**config.mk**
```make
export PLATFORM = sky130hd
export DESIGN_NAME = btn_binary_counter
export DESIGN_NICKNAME = d
export VERILOG_FILES = /design/src/rtl/btn_binary_counter_pkg.sv /design/src/rtl/btn_binary_counter_switch_debounce.sv /design/src/rtl/btn_binary_counter.sv
export SDC_FILE = /design/constraint.sdc
export NUM_CORES = 1
export LEC_CHECK = 0
export ABC_AREA = 1
export BUFFER_PORTS_ARGS = -buffer_cell sky130_fd_sc_hd__buf_4
export CORE_MARGIN = 2
export CORE_UTILIZATION = 35
export CTS_BUF_LIST = sky130_fd_sc_hd__clkbuf_8
export CTS_CLUSTER_DIAMETER = 50
export DETAILED_ROUTE_END_ITERATION = 12
export HOLD_SLACK_MARGIN = 0.05
export MAX_ROUTING_LAYER = met4
export SLEW_MARGIN = 20
export SYNTH_ARGS = -nofsm -noshare
export SYNTH_HDL_FRONTEND = slang
export SYNTH_HIERARCHICAL = 1
export SYNTH_SLANG_ARGS = --single-unit
```
**constraint.sdc**
```tcl
create_clock -name i_Clk -period 3.22 [get_ports i_Clk]
set_input_delay 0.644 -clock i_Clk [delete_from_list [all_inputs] [get_ports i_Clk]]
set_output_delay 0.644 -clock i_Clk [all_outputs]
set_load 0.02 [all_outputs]
```
**src/rtl/btn_binary_counter_pkg.sv**
```systemverilog
// Shared widths, defaults and command decode for the button-driven 4-bit counter.
// Button indices fix the packing order of the raw button vector in the top level.
package btn_binary_counter_pkg;

   localparam int COUNT_W             = 4;
   localparam int DB_CNT_W            = 20;
   localparam int DEBOUNCE_CYCLES_DEF = 250000;
   localparam int COUNT_MAX_DEF       = 9;

   localparam int NUM_BTNS  = 3;
   localparam int BTN_UP    = 0;
   localparam int BTN_DOWN  = 1;
   localparam int BTN_CLEAR = 2;

   typedef enum logic [1:0] {
      CMD_NONE  = 2'd0,
      CMD_CLEAR = 2'd1,
      CMD_UP    = 2'd2,
      CMD_DOWN  = 2'd3
   } cmd_e;

   // Clear dominates; simultaneous up and down cancel each other out.
   function automatic cmd_e decode_cmd(input logic clear, input logic up, input logic down);
      if (clear)       return CMD_CLEAR;
      if (up && down)  return CMD_NONE;
      if (up)          return CMD_UP;
      if (down)        return CMD_DOWN;
      return CMD_NONE;
   endfunction

endpackage

```
**src/rtl/btn_binary_counter_switch_debounce.sv**
```systemverilog
// One push button: 2-flop synchroniser, consecutive-sample debounce filter and a
// registered press (0->1 of the filtered level) pulse.
module switch_debounce
   import btn_binary_counter_pkg::*;
#(
   parameter int DEBOUNCE_CYCLES = DEBOUNCE_CYCLES_DEF
) (
   input  logic i_Clk,
   input  logic i_Rst_n,
   input  logic i_Switch,
   output logic o_Level,
   output logic o_Press
);

   localparam logic [DB_CNT_W-1:0] CNT_LAST = DB_CNT_W'(DEBOUNCE_CYCLES - 1);

   logic                meta_q;
   logic                sync_q;
   logic                level_q;
   logic                level_d;
   logic [DB_CNT_W-1:0] cnt_q;
   logic [DB_CNT_W-1:0] cnt_d;
   logic                press_q;
   logic                press_d;

   always_ff @(posedge i_Clk or negedge i_Rst_n) begin
      if (!i_Rst_n) begin
         meta_q <= 1'b0;
         sync_q <= 1'b0;
      end else begin
         meta_q <= i_Switch;
         sync_q <= meta_q;
      end
   end

   // The count only survives while every sample disagrees with the stable level;
   // the DEBOUNCE_CYCLES-th disagreeing sample flips the level.
   always_comb begin
      level_d = level_q;
      cnt_d   = '0;
      press_d = 1'b0;
      if (sync_q != level_q) begin
         if (cnt_q == CNT_LAST) begin
            level_d = ~level_q;
            press_d = ~level_q;
         end else begin
            cnt_d = cnt_q + DB_CNT_W'(1);
         end
      end
   end

   always_ff @(posedge i_Clk or negedge i_Rst_n) begin
      if (!i_Rst_n) begin
         level_q <= 1'b0;
         cnt_q   <= '0;
         press_q <= 1'b0;
      end else begin
         level_q <= level_d;
         cnt_q   <= cnt_d;
         press_q <= press_d;
      end
   end

   assign o_Level = level_q;
   assign o_Press = press_q;

endmodule

```
**src/rtl/btn_binary_counter.sv**
```systemverilog
// Debounced up/down/clear buttons driving a wrap-around 0..COUNT_MAX counter that
// feeds the 7-segment decoder's i_binary nibble.
module btn_binary_counter
   import btn_binary_counter_pkg::*;
#(
   parameter int DEBOUNCE_CYCLES = DEBOUNCE_CYCLES_DEF,
   parameter int COUNT_MAX       = COUNT_MAX_DEF
) (
   input  logic               i_Clk,
   input  logic               i_Rst_n,
   input  logic               i_Btn_Up,
   input  logic               i_Btn_Down,
   input  logic               i_Btn_Clear,
   output logic [COUNT_W-1:0] o_Binary,
   output logic               o_Tick,
   output logic               o_Wrap
);

   localparam logic [COUNT_W-1:0] COUNT_MAX_V = COUNT_W'(COUNT_MAX);

   logic [NUM_BTNS-1:0] btn_raw;
   logic [NUM_BTNS-1:0] btn_press;
   logic [NUM_BTNS-1:0] level_unused;

   logic [COUNT_W-1:0] bin_q;
   logic [COUNT_W-1:0] bin_d;
   logic               tick_q;
   logic               tick_d;
   logic               wrap_q;
   logic               wrap_d;
   cmd_e               cmd;

   assign btn_raw[BTN_UP]    = i_Btn_Up;
   assign btn_raw[BTN_DOWN]  = i_Btn_Down;
   assign btn_raw[BTN_CLEAR] = i_Btn_Clear;

   genvar gi;
   generate
      for (gi = 0; gi < NUM_BTNS; gi++) begin : g_btn
         switch_debounce #(
            .DEBOUNCE_CYCLES(DEBOUNCE_CYCLES)
         ) u_debounce (
            .i_Clk   (i_Clk),
            .i_Rst_n (i_Rst_n),
            .i_Switch(btn_raw[gi]),
            .o_Level (level_unused[gi]),
            .o_Press (btn_press[gi])
         );
      end
   endgenerate

   // Wrap is detected by explicit compare so the range 0..COUNT_MAX holds for any COUNT_MAX.
   always_comb begin
      cmd    = decode_cmd(btn_press[BTN_CLEAR], btn_press[BTN_UP], btn_press[BTN_DOWN]);
      bin_d  = bin_q;
      tick_d = 1'b0;
      wrap_d = 1'b0;
      unique case (cmd)
         CMD_CLEAR: begin
            bin_d  = '0;
            tick_d = (bin_q != '0);
         end
         CMD_UP: begin
            tick_d = 1'b1;
            if (bin_q == COUNT_MAX_V) begin
               bin_d  = '0;
               wrap_d = 1'b1;
            end else begin
               bin_d = bin_q + COUNT_W'(1);
            end
         end
         CMD_DOWN: begin
            tick_d = 1'b1;
            if (bin_q == '0) begin
               bin_d  = COUNT_MAX_V;
               wrap_d = 1'b1;
            end else begin
               bin_d = bin_q - COUNT_W'(1);
            end
         end
         default: begin
            bin_d = bin_q;
         end
      endcase
   end

   always_ff @(posedge i_Clk or negedge i_Rst_n) begin
      if (!i_Rst_n) begin
         bin_q  <= '0;
         tick_q <= 1'b0;
         wrap_q <= 1'b0;
      end else begin
         bin_q  <= bin_d;
         tick_q <= tick_d;
         wrap_q <= wrap_d;
      end
   end

   assign o_Binary = bin_q;
   assign o_Tick   = tick_q;
   assign o_Wrap   = wrap_q;

endmodule
```
==> results of run 1 <==
==> synthesized netlist by cell type, drive strengths merged <==
library cell / instances / area (um^2)
nor2: 145 / 702
nand2: 110 / 473
dfrtp: 78 / 1950
inv: 59 / 221
nand3: 56 / 305
xor2: 22 / 215
xnor2: 14 / 123
a21oi: 13 / 76.3
nand4: 8 / 50.1
ha: 7 / 87.6
o21ai: 6 / 30.0
nor3: 5 / 30.0
o21bai: 3 / 22.5
o22ai: 3 / 18.8
a31oi: 1 / 6.26
buf: 1 / 11.3
nor3b: 1 / 7.51
o211ai: 1 / 7.51
==> power groups by stage <==
stage | clock (mW) | sequential [mW] | combinational [mW]
2_1_floorplan | 0 | 1.02 | 0.0297
3_3_place_gp | 0 | 1.02 | 0.0602
3_5_place_dp | 0 | 1.02 | 0.0620
4_1_cts | 0.851 | 1.00 | 0.0620
5_1_grt | 0.880 | 1.00 | 0.0747
6_report | 0.815 | 1.00 | 0.0639
==> logic make-up (layout without fill, tap and decap cells) <==
group           Yosys count  in the layout  share of synthesized area [%]
fa+ha+maj                 7              7                           2.02
simple gates            325            325                           36.1
compound gates           27             27                           3.72
xor+xnor                 36             36                           7.79
buf+inv                  60             86                           5.36
flops                    78             78                           45.0
==> metal layers <==
| metal | vias up | part of all wire (%) | GRT usage (%) |
|---|---|---|---|
| met4 | 0 | 1.4 | 4.98 |
| met1 | 1527 | 50 | 17.9 |
| met3 | 11 | 1.4 | 1.58 |
| met5 | - | 0 | - |
| li1 | 1726 | - | - |
| met2 | 28 | 47 | 22.5 |
==> worst max path at each step <==
stage | depth (start not counted) | endpoint | slack, ns
2_1_floorplan | 6 | o_Binary[3]$_DFFE_PN0P_ | 1.86
3_3_place_gp | 1 | g_btn[2].u_debounce/cnt_q[6]$_DFF_PN0_ | 1.71
5_1_grt | 1 | o_Binary[2] | 1.37
4_1_cts | 1 | o_Binary[2] | 1.40
6_report | 1 | o_Binary[2] | 1.42
3_5_place_dp | 1 | g_btn[2].u_debounce/cnt_q[6]$_DFF_PN0_ | 1.69
==> per-stage QoR <==
step	setup WS (ns)	hold WS, ns	instances
6_report	1.42	0.201	727
5_1_grt	1.37	0.211	727
4_1_cts	1.40	0.354	726
3_5_place_dp	1.69	0.335	710
3_3_place_gp	1.71	0.332	710
2_1_floorplan	1.86	0.331	533
==> layout make-up <==
class,instances,area (um^2)
Clock buffer,10,138
Clock inverter,6,85.1
Sequential cell,78,1950
Timing Repair Buffer,11,103
Multi-Input combinational cell,395,2150
Tap cell,168,210
Fill cell,1189,7200
Inverter,59,221
==> state kept, by name (all words and copies together), names as in the netlist <==
name	flops
o_Tick	1
g_btn.u_debounce/o_Level	3
g_btn.u_debounce/sync_q	3
g_btn.u_debounce/o_Press	3
o_Binary	4
o_Wrap	1
g_btn.u_debounce/cnt_q	60
g_btn.u_debounce/meta_q	3
==> cell usage in the layout, fill, tap and decap left out <==
| cell type | count |
|---|---|
| clkinv_2 | 1 |
| xnor2_1 | 14 |
| buf_4 | 10 |
| a21oi_2 | 3 |
| ha_1 | 7 |
| nand4_1 | 8 |
| o21ai_1 | 6 |
| clkinvlp_4 | 1 |
| o21bai_1 | 3 |
| o211ai_1 | 1 |
| nor2_4 | 16 |
| a21oi_1 | 10 |
| nand2_1 | 92 |
| nor2_2 | 15 |
| nand2_2 | 15 |
| nor3_2 | 1 |
| nor3b_1 | 1 |
| inv_2 | 13 |
| nand3_1 | 51 |
| clkbuf_8 | 10 |
| dfrtp_1 | 78 |
| bufinv_16 | 2 |
| nand2_4 | 3 |
| buf_16 | 1 |
| nor3_1 | 4 |
| a31oi_1 | 1 |
| o22ai_1 | 3 |
| nand3_2 | 5 |
| xor2_2 | 3 |
| inv_6 | 1 |
| xor2_1 | 19 |
| inv_1 | 47 |
| nor2_1 | 114 |
==> flow_summary.json, run 1 <==
{
  "worst_slew_pin_slew_ns": 0.401,
  "ctsHoldBuffers": 0,
  "cp_num_buf_inv": 1,
  "routabilityCongestion": 0.866,
  "drc": 0,
  "p_int_mw": 1.47,
  "r2r_end": "g_btn[1].u_debounce/cnt_q[7]$_DFF_PN0_",
  "dieArea_mm2": 0.0133,
  "path_clk_slew_ns": 0.09,
  "setup_viol": 0,
  "crit_arrival_ns": 1.15,
  "first_iter_violations": 234,
  "n_antenna_cell": 0,
  "synth-seq-cells": 78,
  "port_buffers": 10,
  "yosysWarnings": 6,
  "pin_count": 11,
  "max_stage_delay_ns": 0.59,
  "die_x_um": 115,
  "swShare_pct": 22.0,
  "netlist_instances": 533,
  "clkLatencyLatePin_ns": 0.34,
  "clk_path_buf_depth": 2,
  "routed_wl_um": 8210,
  "drv_cap": 0,
  "p_per_area_mw_per_mm2": 387,
  "fin_crit_sh_pct": 55.8,
  "combPwrFrac_pct": 3.4,
  "start_util_pct": 36.0,
  "grt_max_degree": 79,
  "die_y_um": 115,
  "ys_seq_area_share_pct": 45.0,
  "cp-end-kind": "primary output",
  "path_delay_family": "flip-flops",
  "maxSlewHeadroom_pct": 73.2,
  "dpl_cell_area_mm2": 0.00461,
  "min_period_ns": 1.80,
  "syn_to_final_growth_pct": 12.1,
  "wl_per_cell_um": 11.3,
  "antenna_found_initial": 0,
  "final_util_pct": 40.3,
  "synth.avg_cell_area_um2": 8.14,
  "ir_drop_mv": 0.188,
  "hold_path.class": "primary input to async pin",
  "power.switching_mw": 0.414,
  "syn-num-nets": 545,
  "total_power_mw": 1.88,
  "synth.cell_area_mm2": 0.00434,
  "core-area_mm2": 0.0121,
  "grt.total_usage_pct": 13.9,
  "power.leakage_nw": 2.04,
  "nets": 566,
  "cts_buffers": 9,
  "postCtsSetupRepairBufs": 0,
  "design_area_mm2": 0.00486,
  "rows": 40,
  "rsz0062_at_grt": "no",
  "first_global_vias": 3280,
  "synth_cell_types": 27,
  "root_buffer": "clkbuf_8",
  "cp_slowest_cell": "dfrtp_1",
  "cts.sinks": 78,
  "cts_max_level": 3,
  "drtAntennaViolNets": 0,
  "crit_start": "o_Binary[2]$_DFFE_PN0P_",
  "skew_ns": 0.0107,
  "tns_ns": 0,
  "r2r_slack_ns": 1.71,
  "num_vias": 3292,
  "power_frac_seq_pct": 53.3,
  "drt-vias-per-instance": 4.53,
  "crit_chain": "buf_4",
  "outcome": "complete, no violations",
  "power.share.clock_pct": 43.3,
  "hold_viol": 0,
  "overflow": 0,
  "drive_above_1_share_pct": 17.9,
  "cts.repair.resized": 0,
  "dp_hpwl_um": 6000,
  "cp_max_fo": 9,
  "startpoint_type": "register",
  "criticalPathCategory": "register to primary output",
  "worstReg2RegStart": "g_btn[1].u_debounce/cnt_q[0]$_DFF_PN0_",
  "grt_pass1_wl_um": 14600,
  "timing.fmax_ghz": 0.557,
  "reg2reg_depth": 6,
  "slew_viol_final": 0,
  "firstDrtPassIters": 4,
  "cts_tree": "yes",
  "cp.required_ns": 2.58
}
(Power assumes the default switching activity.)
==> run 2: changes to the inputs <==
==> constraint.sdc (replaced) <==
create_clock -name i_Clk -period 1.6 [get_ports i_Clk]
set_input_delay 0.32 -clock i_Clk [delete_from_list [all_inputs] [get_ports i_Clk]]
set_output_delay 0.32 -clock i_Clk [all_outputs]
set_load 0.02 [all_outputs]
==> flow_summary.json, run 2 (synthesized netlist as in run 1, its figures left out) <==
{
  "whs_path_depth": 0,
  "cp_num_buf_inv": 1,
  "hold_viol": 0,
  "fin_crit_sh_pct": 93.2,
  "total_power_mw": 3.50,
  "final_util_pct": 40.6,
  "slew_viol_final": 0,
  "firstDrtPassIters": 4,
  "cp.required_ns": 1.28,
  "dpl_cell_area_mm2": 0.00466,
  "postCtsSetupRepairBufs": 0,
  "startpoint_type": "register",
  "reg2reg_depth": 6,
  "criticalPathCategory": "register to primary output",
  "first_iter_violations": 294,
  "path_clk_slew_ns": 0.08,
  "cts_max_level": 3,
  "die_x_um": 115,
  "crit_chain": "buf_4",
  "rsz0062_at_grt": "no",
  "port_buffers": 10,
  "maxSlewHeadroom_pct": 72.4,
  "grtUsageMet1_pct": 18.2,
  "first_global_vias": 3230,
  "clkLatencyLatePin_ns": 0.36,
  "grt.met3_usage_pct": 3.32,
  "routabilityCongestion": 0.902,
  "routed_wl_um": 8480,
  "worst_slew_pin_slew_ns": 0.414,
  "drive_above_1_share_pct": 18.7,
  "regMostFlops": "g_btn.u_debounce/cnt_q",
  "max_stage_delay_ns": 0.60,
  "path_delay_family": "flip-flops",
  "clk_path_buf_depth": 2,
  "grt_max_degree": 27,
  "min_period_ns": 1.49,
  "nets": 574,
  "start_util_pct": 36.0,
  "cts_tree": "yes",
  "power.leakage_nw": 2.05,
  "drc": 0,
  "hold_ws_ns": 0.351,
  "antenna_found_initial": 0,
  "cts.sinks": 78,
  "ir_drop_mv": 0.325,
  "final_common_cell": "nor2_1",
  "core-area_mm2": 0.0121,
  "largest_reg_flops": 60,
  "cp-end-kind": "primary output",
  "cts_buffers": 9,
  "grt_pass1_wl_um": 14900,
  "die_y_um": 115,
  "outcome": "complete, no violations",
  "drtAntennaViolNets": 0,
  "pin_count": 11,
  "wl_per_cell_um": 11.5,
  "root_buffer": "clkbuf_8",
  "drv_cap": 0,
  "cp_slowest_cell": "dfrtp_1",
  "crit_arrival_ns": 1.17,
  "p_per_area_mw_per_mm2": 714,
  "setup_viol": 0,
  "top_usage_layer": "met2",
  "dp_hpwl_um": 6420,
  "grtUsageMet2_pct": 23.5,
  "skew_ns": 0.00926,
  "dieArea_mm2": 0.0133,
  "tns_ns": 0,
  "cp_max_fo": 9,
  "overflow": 0,
  "n_antenna_cell": 0,
  "r2r_slack_ns": 0.15,
  "drt-vias-per-instance": 4.56,
  "design_area_mm2": 0.00489,
  "rows": 40,
  "grt.total_usage_pct": 14.6,
  "num_vias": 3350,
  "syn_to_final_growth_pct": 12.8,
  "hold_path.class": "register to register",
  "timing.fmax_ghz": 0.671,
  "final_cell_mix": "nor2_1, nand2_1, dfrtp_1",
  "nFillCells": 1206,
  "crit_cells": 1
}
## run 2: layout make-up
cell class	instances	area, um^2	area share, %
timing repair buffer	19	165	3.38
multi-input combinational	395	2170	44.3
sequential	78	1950	39.9
tap	168	210	4.30
clock buffer	10	138	2.81
inverter	59	221	4.53
clock inverter	6	37.5	0.767
## run 2: power breakdown
part           internal (mW)  switching [mW]
logic                 0.0476          0.0918
registers               2.00          0.0235
clock network          0.596           0.741
## run 2: what timing repair did
action                                 CTS  global route
hold buffers                             3             1
setup endpoints to repair                0            10
resized for setup                        0             3
endpoints found under the hold margin   25             1
## run 2: path summary, 6_finish.rpt
check	end	start
worst max register to register	g_btn[2].u_debounce/cnt_q[12]$_DFF_PN0_	g_btn[2].u_debounce/cnt_q[0]$_DFF_PN0_
min in group asynchronous	o_Binary[3]$_DFFE_PN0P_	i_Rst_n
max in group asynchronous	g_btn[1].u_debounce/cnt_q[12]$_DFF_PN0_	i_Rst_n
worst min-delay path	g_btn[0].u_debounce/sync_q$_DFF_PN0_	g_btn[0].u_debounce/meta_q$_DFF_PN0_
worst min register to register	g_btn[0].u_debounce/sync_q$_DFF_PN0_	g_btn[0].u_debounce/meta_q$_DFF_PN0_
worst max-delay path	o_Binary[2]	o_Binary[2]$_DFFE_PN0P_
## run 2: per-layer routing
metal  part of all wire [%]  vias up  routed length, um
li1                       -     1736                  -
met1                     48     1563               4090
met2                     47       39               3990
met3                    3.0       12                253
met4                    1.7        0                142
met5                      0        -                  0
## run 2: stage by stage
stage	cells	setup WS, ns
after CTS	734	0.0847
final	735	0.109
after floorplan	533	0.238
after global placement	715	0.160
after detailed placement	715	0.117
after global routing	735	0.0119
==> run 3: changes to the inputs <==
--- a/config.mk
+++ b/config.mk
@@ -7,7 +7,7 @@
 export LEC_CHECK = 0
 export ABC_AREA = 1
 export BUFFER_PORTS_ARGS = -buffer_cell sky130_fd_sc_hd__buf_4
-export CORE_MARGIN = 2
+export CORE_MARGIN = 5
 export CORE_UTILIZATION = 35
 export CTS_BUF_LIST = sky130_fd_sc_hd__clkbuf_8
 export CTS_CLUSTER_DIAMETER = 50
==> flow_summary.json, run 3 (synthesized netlist as in run 1, its figures left out) <==
{
  "r2r_slack_ns": 0.16,
  "core-area_mm2": 0.0121,
  "largest_reg_flops": 60,
  "n_antenna_cell": 0,
  "die_y_um": 121,
  "skew_ns": 0.00859,
  "drc": 0,
  "dp_slack_ns": 0.122,
  "first_iter_violations": 288,
  "startpoint_type": "register",
  "criticalPathCategory": "register to primary output",
  "outcome": "complete, no violations",
  "crit_cells": 1,
  "postLayoutSetupSlackWorst_ns": 0.119,
  "port_buffers": 10,
  "rsz0062_at_grt": "no",
  "overflow": 0,
  "path_delay_family": "flip-flops",
  "drtAntennaViolNets": 0,
  "p_per_area_mw_per_mm2": 706,
  "cts.sinks": 78,
  "hold_path.class": "primary input to register",
  "grt_max_degree": 40,
  "root_buffer": "clkbuf_8",
  "cts_tree": "yes",
  "wl_per_cell_um": 11.4,
  "routed_wl_um": 8360,
  "postCtsSetupRepairBufs": 0,
  "drive_above_1_share_pct": 18.0,
  "grt.total_usage_pct": 12.5,
  "stdcell_count": 730,
  "cp_max_fo": 9,
  "endpoint": "o_Binary[2]",
  "highest_layer": "met4",
  "drv_cap": 0,
  "cp-end-kind": "primary output",
  "cp_slowest_cell": "dfrtp_1",
  "path_clk_slew_ns": 0.08,
  "first_global_vias": 3249,
  "reg2reg_depth": 7,
  "power.leakage_nw": 2.03,
  "worst_slew_pin_slew_ns": 0.407,
  "firstDrtPassIters": 4,
  "wl_met3_um": 232,
  "r2r_end": "g_btn[1].u_debounce/cnt_q[18]$_DFF_PN0_",
  "nFillCells": 1232,
  "regMostFlops": "g_btn.u_debounce/cnt_q",
  "syn_to_final_growth_pct": 11.5,
  "fin_crit_sh_pct": 92.6,
  "slew_viol_final": 0,
  "ir_drop_mv": 0.369,
  "cp.required_ns": 1.28,
  "pin_count": 11,
  "routabilityCongestion": 0.886,
  "dp_hpwl_um": 6320,
  "max_stage_delay_ns": 0.59,
  "hold_viol": 0,
  "min_period_ns": 1.48,
  "grt_pass1_wl_um": 14600,
  "crit_chain": "buf_4",
  "die_x_um": 121,
  "final_cell_mix": "nor2_1, nand2_1, dfrtp_1",
  "tns_ns": 0,
  "start_util_pct": 36.0,
  "drt-vias-per-instance": 4.53,
  "regArea_mm2": 0.00195,
  "timing.fmax_ghz": 0.675,
  "maxSlewHeadroom_pct": 72.9,
  "dp_cells": 712,
  "wl_met1_um": 4080,
  "multiInputGateArea_mm2": 0.00216,
  "rows": 40,
  "clkLatencyLatePin_ns": 0.35,
  "dieArea_mm2": 0.0147,
  "crit_arrival_ns": 1.16,
  "clk_path_buf_depth": 2,
  "num_vias": 3304,
  "cts_buffers": 9,
  "antenna_found_initial": 0,
  "nets": 569,
  "cts_max_level": 3,
  "worstReg2RegStart": "g_btn[1].u_debounce/cnt_q[0]$_DFF_PN0_",
  "setup_viol": 0,
  "cp_num_buf_inv": 1,
  "total_power_mw": 3.42,
  "crit_start": "o_Binary[2]$_DFFE_PN0P_",
  "final_common_cell": "nor2_1",
  "wl_met2_um": 3940
}
[run 3: changes by cell type in the layout (fill, tap and decap cells not counted)]
cell	delta
buf_4	-3
inv_1	+1
nand3_1	+1
clkinv_4	+1
clkbuf_8	-1
dlygate4sd3_1	-2
nand3_2	-1
clkinvlp_4	-1
[run 3: per-stage QoR]
stage               instance area, um^2  hold slack, ns  utilization (%)
floorplan                          4340          0.0244                -
global placement                   4640           0.278             38.5
detailed placement                 4640           0.280             38.5
CTS                                4830          0.0508             40.0
global route                       4840          0.0515             40.1
finish                             4840          0.0739             40.1
[run 3: how the worst min path moves through the flow]
stage / startpoint / endpoint / slack (ns) / cells after the start
2_1_floorplan: i_Rst_n / g_btn[0].u_debounce/cnt_q[0]$_DFF_PN0_ / 0.02 / 0
3_3_place_gp: i_Rst_n / o_Binary[3]$_DFFE_PN0P_ / 0.28 / 1
3_5_place_dp: i_Rst_n / o_Binary[3]$_DFFE_PN0P_ / 0.28 / 1
4_1_cts: i_Btn_Up / g_btn[0].u_debounce/meta_q$_DFF_PN0_ / 0.05 / 1
5_1_grt: i_Btn_Up / g_btn[0].u_debounce/meta_q$_DFF_PN0_ / 0.05 / 1
6_report: i_Btn_Up / g_btn[0].u_debounce/meta_q$_DFF_PN0_ / 0.07 / 1
[run 3: routing by layer]
metal	track usage, %	vias to the layer above
li1	-	1721
met1	16.0	1535
met2	19.9	39
met3	2.84	9
met4	3.43	0
met5	-	-
[run 3: report_power, final]
group	internal [mW]	switching (mW)	leakage (nW)	total [mW]
Combinational	0.0423	0.0888	0.871	0.131
Clock	0.551	0.717	0.0862	1.27
Sequential	2.00	0.0221	1.07	2.02
Total	2.59	0.828	2.03	3.42
[run 3: final cells by class]
type                            instances  area share (%)
Inverter                               59            4.58
Tap cell                              168            4.35
Clock inverter                          7           0.879
Multi-Input combinational cell        395            44.7
Clock buffer                            9            2.56
Sequential cell                        78            40.4
Timing Repair Buffer                   14            2.53
[run 3: repair_timing]
action | CTS | global route
hold buffers | 2 | 0
endpoints found under the setup margin | 0 | 3
gates resized for setup | 0 | 2
endpoints found under the hold margin | 29 | 0
